<file path="src/rtl/fetch_stage.sv">
// Instruction-fetch stage: owns pc_F, runs the imem request/grant/response handshake
// and holds the IF/ID register plus a one-entry skid buffer. Option: FETCH_MISALIGN_CHECK_EN.
module fetch_stage #(
   parameter int                    ADDR_WIDTH = 32,
   parameter logic [ADDR_WIDTH-1:0] RESET_PC   = '0
) (
   input  logic                  clk,
   input  logic                  rst,
   output logic                  imem_req,
   output logic [ADDR_WIDTH-1:0] imem_addr,
   input  logic                  imem_gnt,
   input  logic                  imem_rvalid,
   input  logic [31:0]           imem_rdata,
   input  logic                  stall_D,
   input  logic                  redirect,
   input  logic [ADDR_WIDTH-1:0] redirect_pc,
   output logic                  valid_D,
   output logic [31:0]           instr_D,
   output logic [ADDR_WIDTH-1:0] pc_D,
   output logic [ADDR_WIDTH-1:0] pc_plus4_D,
   output logic                  misalign,
   output logic [1:0]            state_dbg
);

   localparam logic [31:0]           NOP     = 32'h0000_0013;
   localparam logic [ADDR_WIDTH-1:0] PC_STEP = ADDR_WIDTH'(4);

   typedef enum logic [1:0] {
      S_REQ   = 2'd0,
      S_WAIT  = 2'd1,
      S_HOLD  = 2'd2,
      S_DRAIN = 2'd3
   } state_t;

   state_t                state;
   logic [ADDR_WIDTH-1:0] pc_f;
   logic [ADDR_WIDTH-1:0] pc_f_seq;
   logic [ADDR_WIDTH-1:0] skid_pc;
   logic [31:0]           skid_instr;
   logic [ADDR_WIDTH-1:0] redirect_target;
   logic                  redirect_bad;
   logic                  misalign_q;
   logic                  gnt_taken;
   logic                  can_load;

   // Handshake: a request is accepted in any cycle where imem_req && imem_gnt; exactly one
   // imem_rvalid follows in a later cycle, and no new request is raised until it has arrived.
`ifdef FETCH_MISALIGN_CHECK_EN
   assign redirect_target = redirect_pc;
   assign redirect_bad    = |redirect_pc[1:0];
`else
   assign redirect_target = redirect_pc & ~ADDR_WIDTH'(3);
   assign redirect_bad    = 1'b0;
`endif

   assign pc_f_seq  = pc_f + PC_STEP;
   assign imem_req  = (state == S_REQ) && !misalign_q;
   assign imem_addr = pc_f;
   assign gnt_taken = imem_req && imem_gnt;
   assign can_load  = !valid_D || !stall_D;
   assign state_dbg = state;
   assign misalign  = misalign_q;

   always_ff @(posedge clk) begin
      if (rst) begin
         state      <= S_REQ;
         pc_f       <= RESET_PC;
         valid_D    <= 1'b0;
         instr_D    <= NOP;
         pc_D       <= '0;
         pc_plus4_D <= '0;
         skid_instr <= NOP;
         skid_pc    <= '0;
         misalign_q <= 1'b0;
      end else if (redirect) begin
         // Flush decode; an already-granted request still owes a response, so drain it.
         pc_f       <= redirect_target;
         valid_D    <= 1'b0;
         instr_D    <= NOP;
         skid_instr <= NOP;
         skid_pc    <= '0;
         misalign_q <= redirect_bad;
         case (state)
            S_REQ:   state <= gnt_taken ? S_DRAIN : S_REQ;
            S_WAIT:  state <= imem_rvalid ? S_REQ : S_DRAIN;
            S_HOLD:  state <= S_REQ;
            S_DRAIN: state <= imem_rvalid ? S_REQ : S_DRAIN;
            default: state <= S_REQ;
         endcase
      end else begin
         // Decode consumes the current instruction unless something new is loaded below.
         if (!stall_D) begin
            valid_D <= 1'b0;
            instr_D <= NOP;
         end
         case (state)
            S_REQ: begin
               if (gnt_taken) state <= S_WAIT;
            end
            S_WAIT: begin
               if (imem_rvalid) begin
                  if (can_load) begin
                     valid_D    <= 1'b1;
                     instr_D    <= imem_rdata;
                     pc_D       <= pc_f;
                     pc_plus4_D <= pc_f_seq;
                     pc_f       <= pc_f_seq;
                     state      <= S_REQ;
                  end else begin
                     skid_instr <= imem_rdata;
                     skid_pc    <= pc_f;
                     state      <= S_HOLD;
                  end
               end
            end
            S_HOLD: begin
               if (!stall_D) begin
                  valid_D    <= 1'b1;
                  instr_D    <= skid_instr;
                  pc_D       <= skid_pc;
                  pc_plus4_D <= skid_pc + PC_STEP;
                  pc_f       <= pc_f_seq;
                  state      <= S_REQ;
               end
            end
            S_DRAIN: begin
               if (imem_rvalid) state <= S_REQ;
            end
            default: state <= S_REQ;
         endcase
      end
   end

endmodule

</file>
<file path="config.mk">
export PLATFORM = sky130hd
export DESIGN_NAME = fetch_stage
export DESIGN_NICKNAME = d
export VERILOG_FILES = /design/src/rtl/fetch_stage.sv
export SDC_FILE = /design/constraint.sdc
export NUM_CORES = 1
export LEC_CHECK = 0
export CAP_MARGIN = 20
export CORE_MARGIN = 2
export CORE_UTILIZATION = 50
export CTS_BUF_LIST = sky130_fd_sc_hd__clkbuf_4 sky130_fd_sc_hd__clkbuf_8 sky130_fd_sc_hd__clkbuf_16
export DETAILED_ROUTE_END_ITERATION = 10
export PLACE_DENSITY = 0.89
export SLEW_MARGIN = 30
export SYNTH_ARGS = -nofsm -noshare
export SYNTH_HDL_FRONTEND = slang
export SYNTH_SLANG_ARGS = --single-unit
</file>
<file path="constraint.sdc">
create_clock -name clk -period 5 [get_ports clk]
set_clock_uncertainty 0.05 [all_clocks]
set_input_delay 1.5 -clock clk [delete_from_list [all_inputs] [get_ports clk]]
set_output_delay 1.5 -clock clk [all_outputs]
set_load 0.05 [all_outputs]
</file>
==> results.py, run 1 <==
metrics = {
    "drt": {
        "drt-total-wl_microns": 30480,
        "via_per_inst": 6.075,
        "via_count": 10010,
        "drc": 0,
        "ant_nets": 0,
        "wl_per_cell_microns": 18.51,
        "drt-pass1-iter-count": 6,
        "drtIter0Drc": 1192,
    },
    "logic_synthesis": {
        "syn_area_sq_mm": 0.009903,
        "synth.yosys.seq_area_share": 0.3780,
        "syn_avg_cell_area_sq_um": 7.829,
        "synth_cell_type_count": 60,
        "synth-edff-count": 0,
        "synth_ff_type": "dfxtp_1",
        "yosysTopAreaCellShare": 0.3780,
        "synthTopCellsByArea": "dfxtp_1 (38%), nand2_1 (8.2%), mux2i_1 (6.2%)",
        "synth_top_area_cell": "dfxtp_1",
        "synth_cells": 1265,
        "synth_commonest_cells": "nand2_1 (217), dfxtp_1 (187), nor2_1 (108), clkbuf_1 (101), a21oi_1 (76)",
        "yosysMostFrequentCell": "nand2_1",
        "synth-seq-cells": 187,
        "synthArstFlopShare": 0,
        "yosys_warnings": 0,
    },
    "timing": {
        "timing.fmax_mhz": 268.5,
        "setup_tns_ns": 0,
        "hold_violations": 0,
        "setup_viol": 0,
        "layout_min_cycle_time_ns": 3.724,
        "rsz0062_at_grt": "false",
        "drv_slew": 0,
        "fin_crit_sh": 0.7448,
        "maxSlewHeadroom": 0.3358,
        "tightest_slew_ns": 0.9901,
    },
    "global_route": {
        "grt_max_degree": 85,
        "antenna_found_initial": 1,
        "grt.overflow.total": 0,
        "grt_pass1_vias": 9523,
        "grt_usage": 0.2890,
        "grt_pass1_wl_microns": 48020,
    },
    "clocking": {
        "clk_pin_slew_ns": 0.07,
        "clockBufferDepth": 2,
        "cts_root_buf": "clkbuf_16",
        "numCtsBuffers": 17,
        "ctsResizeCount": 0,
        "tritoncts": "built",
        "post-cts-setup-buffer-count": 0,
        "cts_hold_buf": 0,
        "cts_sinks": 187,
        "clock_latency_ns": 0.43,
        "htree_levels": 4,
    },
    "worst_setup_path": {
        "crit_start": "stall_D",
        "required_ns": 5.31,
        "startpoint_type": "primary input",
        "worstSetupPathType": "in -> reg",
        "critPathMaxStageDelay_ns": 0.84,
        "cp.arrival_ns": 4.03,
        "critPathSlowestCell": "o2111ai_1",
        "r2r-start": "state_dbg[1]$_SDFFE_PP0P_",
        "cp_cell_sequence": "clkdlybuf4s50_1, buf_4, inv_1, o2111ai_1, buf_4, nand2_1, a21oi_1",
        "end_kind": "register",
        "crit_fanout": 40,
        "path_common_cell": "buf_4",
    },
    "die": {
        "initial_utilization": 0.5088,
        "die_h_microns": 144.7,
        "io_pins": 203,
        "die-area_sq_mm": 0.02095,
        "core-area_sq_mm": 0.01946,
        "fp-row-count": 51,
        "fp.dieW_microns": 144.7,
    },
    "final_layout": {
        "syn_to_final_growth_pct": 25.33,
        "drive_gt1_frac": 0.05141,
        "nets": 1445,
        "finish.instance_area_sq_mm": 0.01241,
        "fill_cells": 1605,
    },
    "job": {
        "drv_cap": 0,
    },
    "worst_hold_path": {
        "hold_class": "reg -> reg",
        "min_from": "skid_instr[31]$_SDFFE_PP0P_",
    },
    "pwr": {
        "p_leak_nw": 4.118,
        "finalPower_mw": 3.753,
        "ir_drop_mv": 0.2469,
        "power_density_mw_per_mm2": 302.4,
    },
    "place": {
        "hpwl_microns": 19680,
        "io_buffer_count": 193,
        "gp_congestion": 0.9226,
        "placed_area_sq_mm": 0.01181,
    },
    "status": {
        "run_status": "completed",
    },
}
-- cell usage in the layout (no fill, tap or decap), types with 29 or more instances in the layout --
cell type and instances:
nor3_1 38, inv_1 39, clkdlybuf4s50_1 192, xnor2_1 36
nor2_1 107, mux2i_1 61, nand2_1 216, a22o_1 29
a211oi_1 58, a21oi_1 75, dfxtp_1 187, a22oi_1 29
nand3_1 29
-- path summary, 6_finish.rpt --
kind | slack, ns | cells past startpoint | end
setup / recovery | 1.28 | 7 | pc_plus4_D[7]$_SDFFE_PP0P_
hold / removal | 0.41 | 2 | skid_instr[31]$_SDFFE_PP0P_
setup reg to reg | 2.00 | 9 | imem_addr[30]$_SDFFE_PP0P_
hold reg to reg | 0.41 | 2 | skid_instr[31]$_SDFFE_PP0P_
-- power breakdown --
group | internal, mW | total, mW | switching, mW
combinational | 0.263 | 0.750 | 0.487
sequential | 1.55 | 1.62 | 0.0736
clock | 0.775 | 1.38 | 0.608
total | 2.58 | 3.75 | 1.17
-- layer usage --
metal / vias to the layer above / global-route usage / wire (microns)
met3: 96 / 0.07075 / 3254
met4: 0 / 0.1211 / 916
met1: 4619 / 0.3491 / 11720
met5: - / 0 / 0
met2: 613 / 0.4926 / 14590
li1: 4678 / - / -
-- registers in the layout (all words and copies together) (netlist names) --
| name | flops |
|---|---|
| state_dbg | 2 |
| instr_D | 32 |
| valid_D | 1 |
| pc_D | 30 |
| skid_pc | 30 |
| skid_instr | 32 |
| imem_addr | 30 |
| pc_plus4_D | 30 |
-- layout make-up --
class | instances | area, sq um | area share
sequential | 187 | 3744 | 0.3016
clock buffer | 20 | 460.4 | 0.03710
tap | 265 | 331.6 | 0.02671
inverter | 41 | 153.9 | 0.01240
clock inverter | 12 | 135.1 | 0.01089
antenna | 1 | 2.502 | 0.0002016
timing repair buffer | 211 | 2087 | 0.1681
multi-input combinational | 910 | 5498 | 0.4429
-- critical path: cells and delay by family --
kind / cells / cell delay [ns]
simple gates: 1 / 0.08
buf+inv: 4 / 1.46
compound gates: 2 / 0.99
-- metrics by stage --
stage          worst slack (ns)  utilization  hold slack, ns  std cells
2_1_floorplan             1.792            -          0.3852       1271
3_3_place_gp             0.9562       0.6066          0.3922       1614
3_5_place_dp             0.8977       0.6070          0.3968       1614
4_1_cts                   1.371       0.6376          0.4064       1646
5_1_grt                   1.204       0.6376          0.4239       1646
6_report                  1.276       0.6377          0.4072       1647
-- cells by family after synthesis --
group | Yosys count | synth area share
AND/OR/NAND/NOR | 496 | 0.2320
flip-flops | 187 | 0.3780
adder cells (fa/ha/maj) | 7 | 0.008844
buffers and inverters | 174 | 0.07189
other | 1 | 0.0003787
XOR/XNOR | 49 | 0.04334
multiplexers | 61 | 0.06166
AO/OA/AOI/OAI | 290 | 0.2039
Power figures use the tool's default switching activity.
==> inputs of run 2 (changes only) <==
CORE_UTILIZATION = 47   (was 50)
PLACE_DENSITY = 0.88   (was 0.89)
clock period = 3.08 ns   (was 5 ns; I/O delays follow)
==> results.py, run 2 (synthesized netlist as in run 1, its figures left out) <==
metrics = {
    "global_route": {
        "antenna_found_initial": 0,
        "grt_max_degree": 76,
        "grt_usage": 0.2699,
        "grt.overflow.total": 0,
        "grt_pass1_wl_microns": 48420,
        "grt_pass1_vias": 9657,
    },
    "final_layout": {
        "layout_commonest_cell": "nand2_1",
        "finalNonFillerCells": 1687,
        "syn_to_final_growth_pct": 27.49,
        "nets": 1476,
        "final_cell_mix": "nand2_1 (216), clkdlybuf4s50_1 (192), dfxtp_1 (187)",
        "reg_top3": "instr_D: 32 flops, skid_instr: 32 flops",
        "num_antenna_cells": 0,
        "drive_gt1_frac": 0.07082,
    },
    "clocking": {
        "htree_levels": 4,
        "cts_sinks": 187,
        "clock_latency_ns": 0.44,
        "ctsResizeCount": 0,
        "post-cts-setup-buffer-count": 0,
        "numCtsBuffers": 17,
        "clk_pin_slew_ns": 0.07,
        "clockBufferDepth": 2,
        "cts_root_buf": "clkbuf_16",
        "cts_hold_buf": 0,
        "tritoncts": "built",
    },
    "die": {
        "core-area_sq_mm": 0.02082,
        "die-area_sq_mm": 0.02225,
        "initial_utilization": 0.4756,
        "io_pins": 203,
        "fp.dieW_microns": 149.2,
        "fp-row-count": 53,
        "die_h_microns": 149.2,
    },
    "pwr": {
        "finalPower_mw": 6.034,
        "ir_drop_mv": 0.4382,
        "power_density_mw_per_mm2": 477.9,
        "p_leak_nw": 4.260,
    },
    "place": {
        "gp_congestion": 0.9265,
        "hpwl_microns": 20780,
        "placed_cells": 1655,
        "pre_cts_ws_ns": 0.06382,
        "io_buffer_count": 193,
    },
    "drt": {
        "drc": 0,
        "wl_per_cell_microns": 18.26,
        "drtIter0Drc": 1117,
        "drt-pass1-iter-count": 8,
        "drt-total-wl_microns": 30810,
        "via_count": 10170,
        "via_per_inst": 6.028,
        "ant_nets": 0,
    },
    "worst_setup_path": {
        "rrSetupSlack_ns": 0.45,
        "cp.arrival_ns": 2.00,
        "startpoint_type": "register",
        "worstSetupPathType": "reg -> out",
        "end_kind": "output pin",
        "required_ns": 2.11,
        "crit_fanout": 5,
    },
    "timing": {
        "layout_min_cycle_time_ns": 2.972,
        "tightest_slew_ns": 0.7823,
        "setup_tns_ns": 0,
        "drv_slew": 0,
        "timing.fmax_mhz": 336.5,
        "hold_violations": 0,
        "timing.hold.ws_ns": 0.4057,
        "rsz0062_at_grt": "false",
        "setup_viol": 0,
        "setup_slack_ns": 0.1079,
        "maxSlewHeadroom": 0.4785,
        "fin_crit_sh": 0.9650,
    },
    "job": {
        "drv_cap": 0,
    },
    "status": {
        "run_status": "completed",
    },
    "worst_hold_path": {
        "hold_class": "reg -> reg",
    },
}
-- run 2: changes by cell type in the layout (fill, tap and decap cells not counted), sizes merged --
| cell | before | now |
|---|---|---|
| diode | 1 | 0 |
| clkinv | 6 | 9 |
| bufinv | 2 | 1 |
| clkinvlp | 1 | 0 |
| clkbuf | 20 | 19 |
| buf | 19 | 50 |
-- run 2: report_power, final --
part	switching [mW]	total (mW)	leakage (nW)	internal, mW
clock network	0.998	2.15	0.285	1.15
registers	0.0994	2.61	1.52	2.51
logic	0.816	1.28	2.46	0.460
total	1.91	6.03	4.26	4.12
-- run 2: final cells by class --
type                            count  area, sq um
Clock inverter                     13        116.4
Timing Repair Buffer              242         2332
Tap cell                          275        344.1
Clock buffer                       19        446.7
Fill cell                        1810         8197
Inverter                           41        153.9
Sequential cell                   187         3744
Multi-Input combinational cell    910         5489
-- run 2: final timing paths --
path,startpoint,endpoint,depth (start not counted)
max,state_dbg[0]$_SDFFE_PP0P_,imem_req,3
min,skid_instr[29]$_SDFFE_PP0P_,skid_instr[29]$_SDFFE_PP0P_,2
max reg2reg,state_dbg[1]$_SDFFE_PP0P_,imem_addr[30]$_SDFFE_PP0P_,8
min reg2reg,skid_instr[29]$_SDFFE_PP0P_,skid_instr[29]$_SDFFE_PP0P_,2
-- run 2: through the flow --
| stage | cell area [sq um] | utilization |
|---|---|---|
| floorplan | 9926 | - |
| global placement | 12060 | 0.5793 |
| detailed placement | 12060 | 0.5793 |
| CTS | 12630 | 0.6064 |
| global route | 12630 | 0.6064 |
| finish | 12630 | 0.6064 |
-- run 2: per-layer routing --
metal  vias up  wire length [microns]  GRT usage
li1       4751                      -          -
met3        96                   3333    0.07248
met5         -                      0          0
met1      4738                  11740     0.3224
met2       585                  14650     0.4507
met4         0                   1084     0.1295
-- run 2: worst max-delay path, cell delays in order (launching register included) --
cell,delay [ns]
dfxtp_1,0.37
inv_1,0.14
ha_1,0.22
clkdlybuf4s50_1,0.84
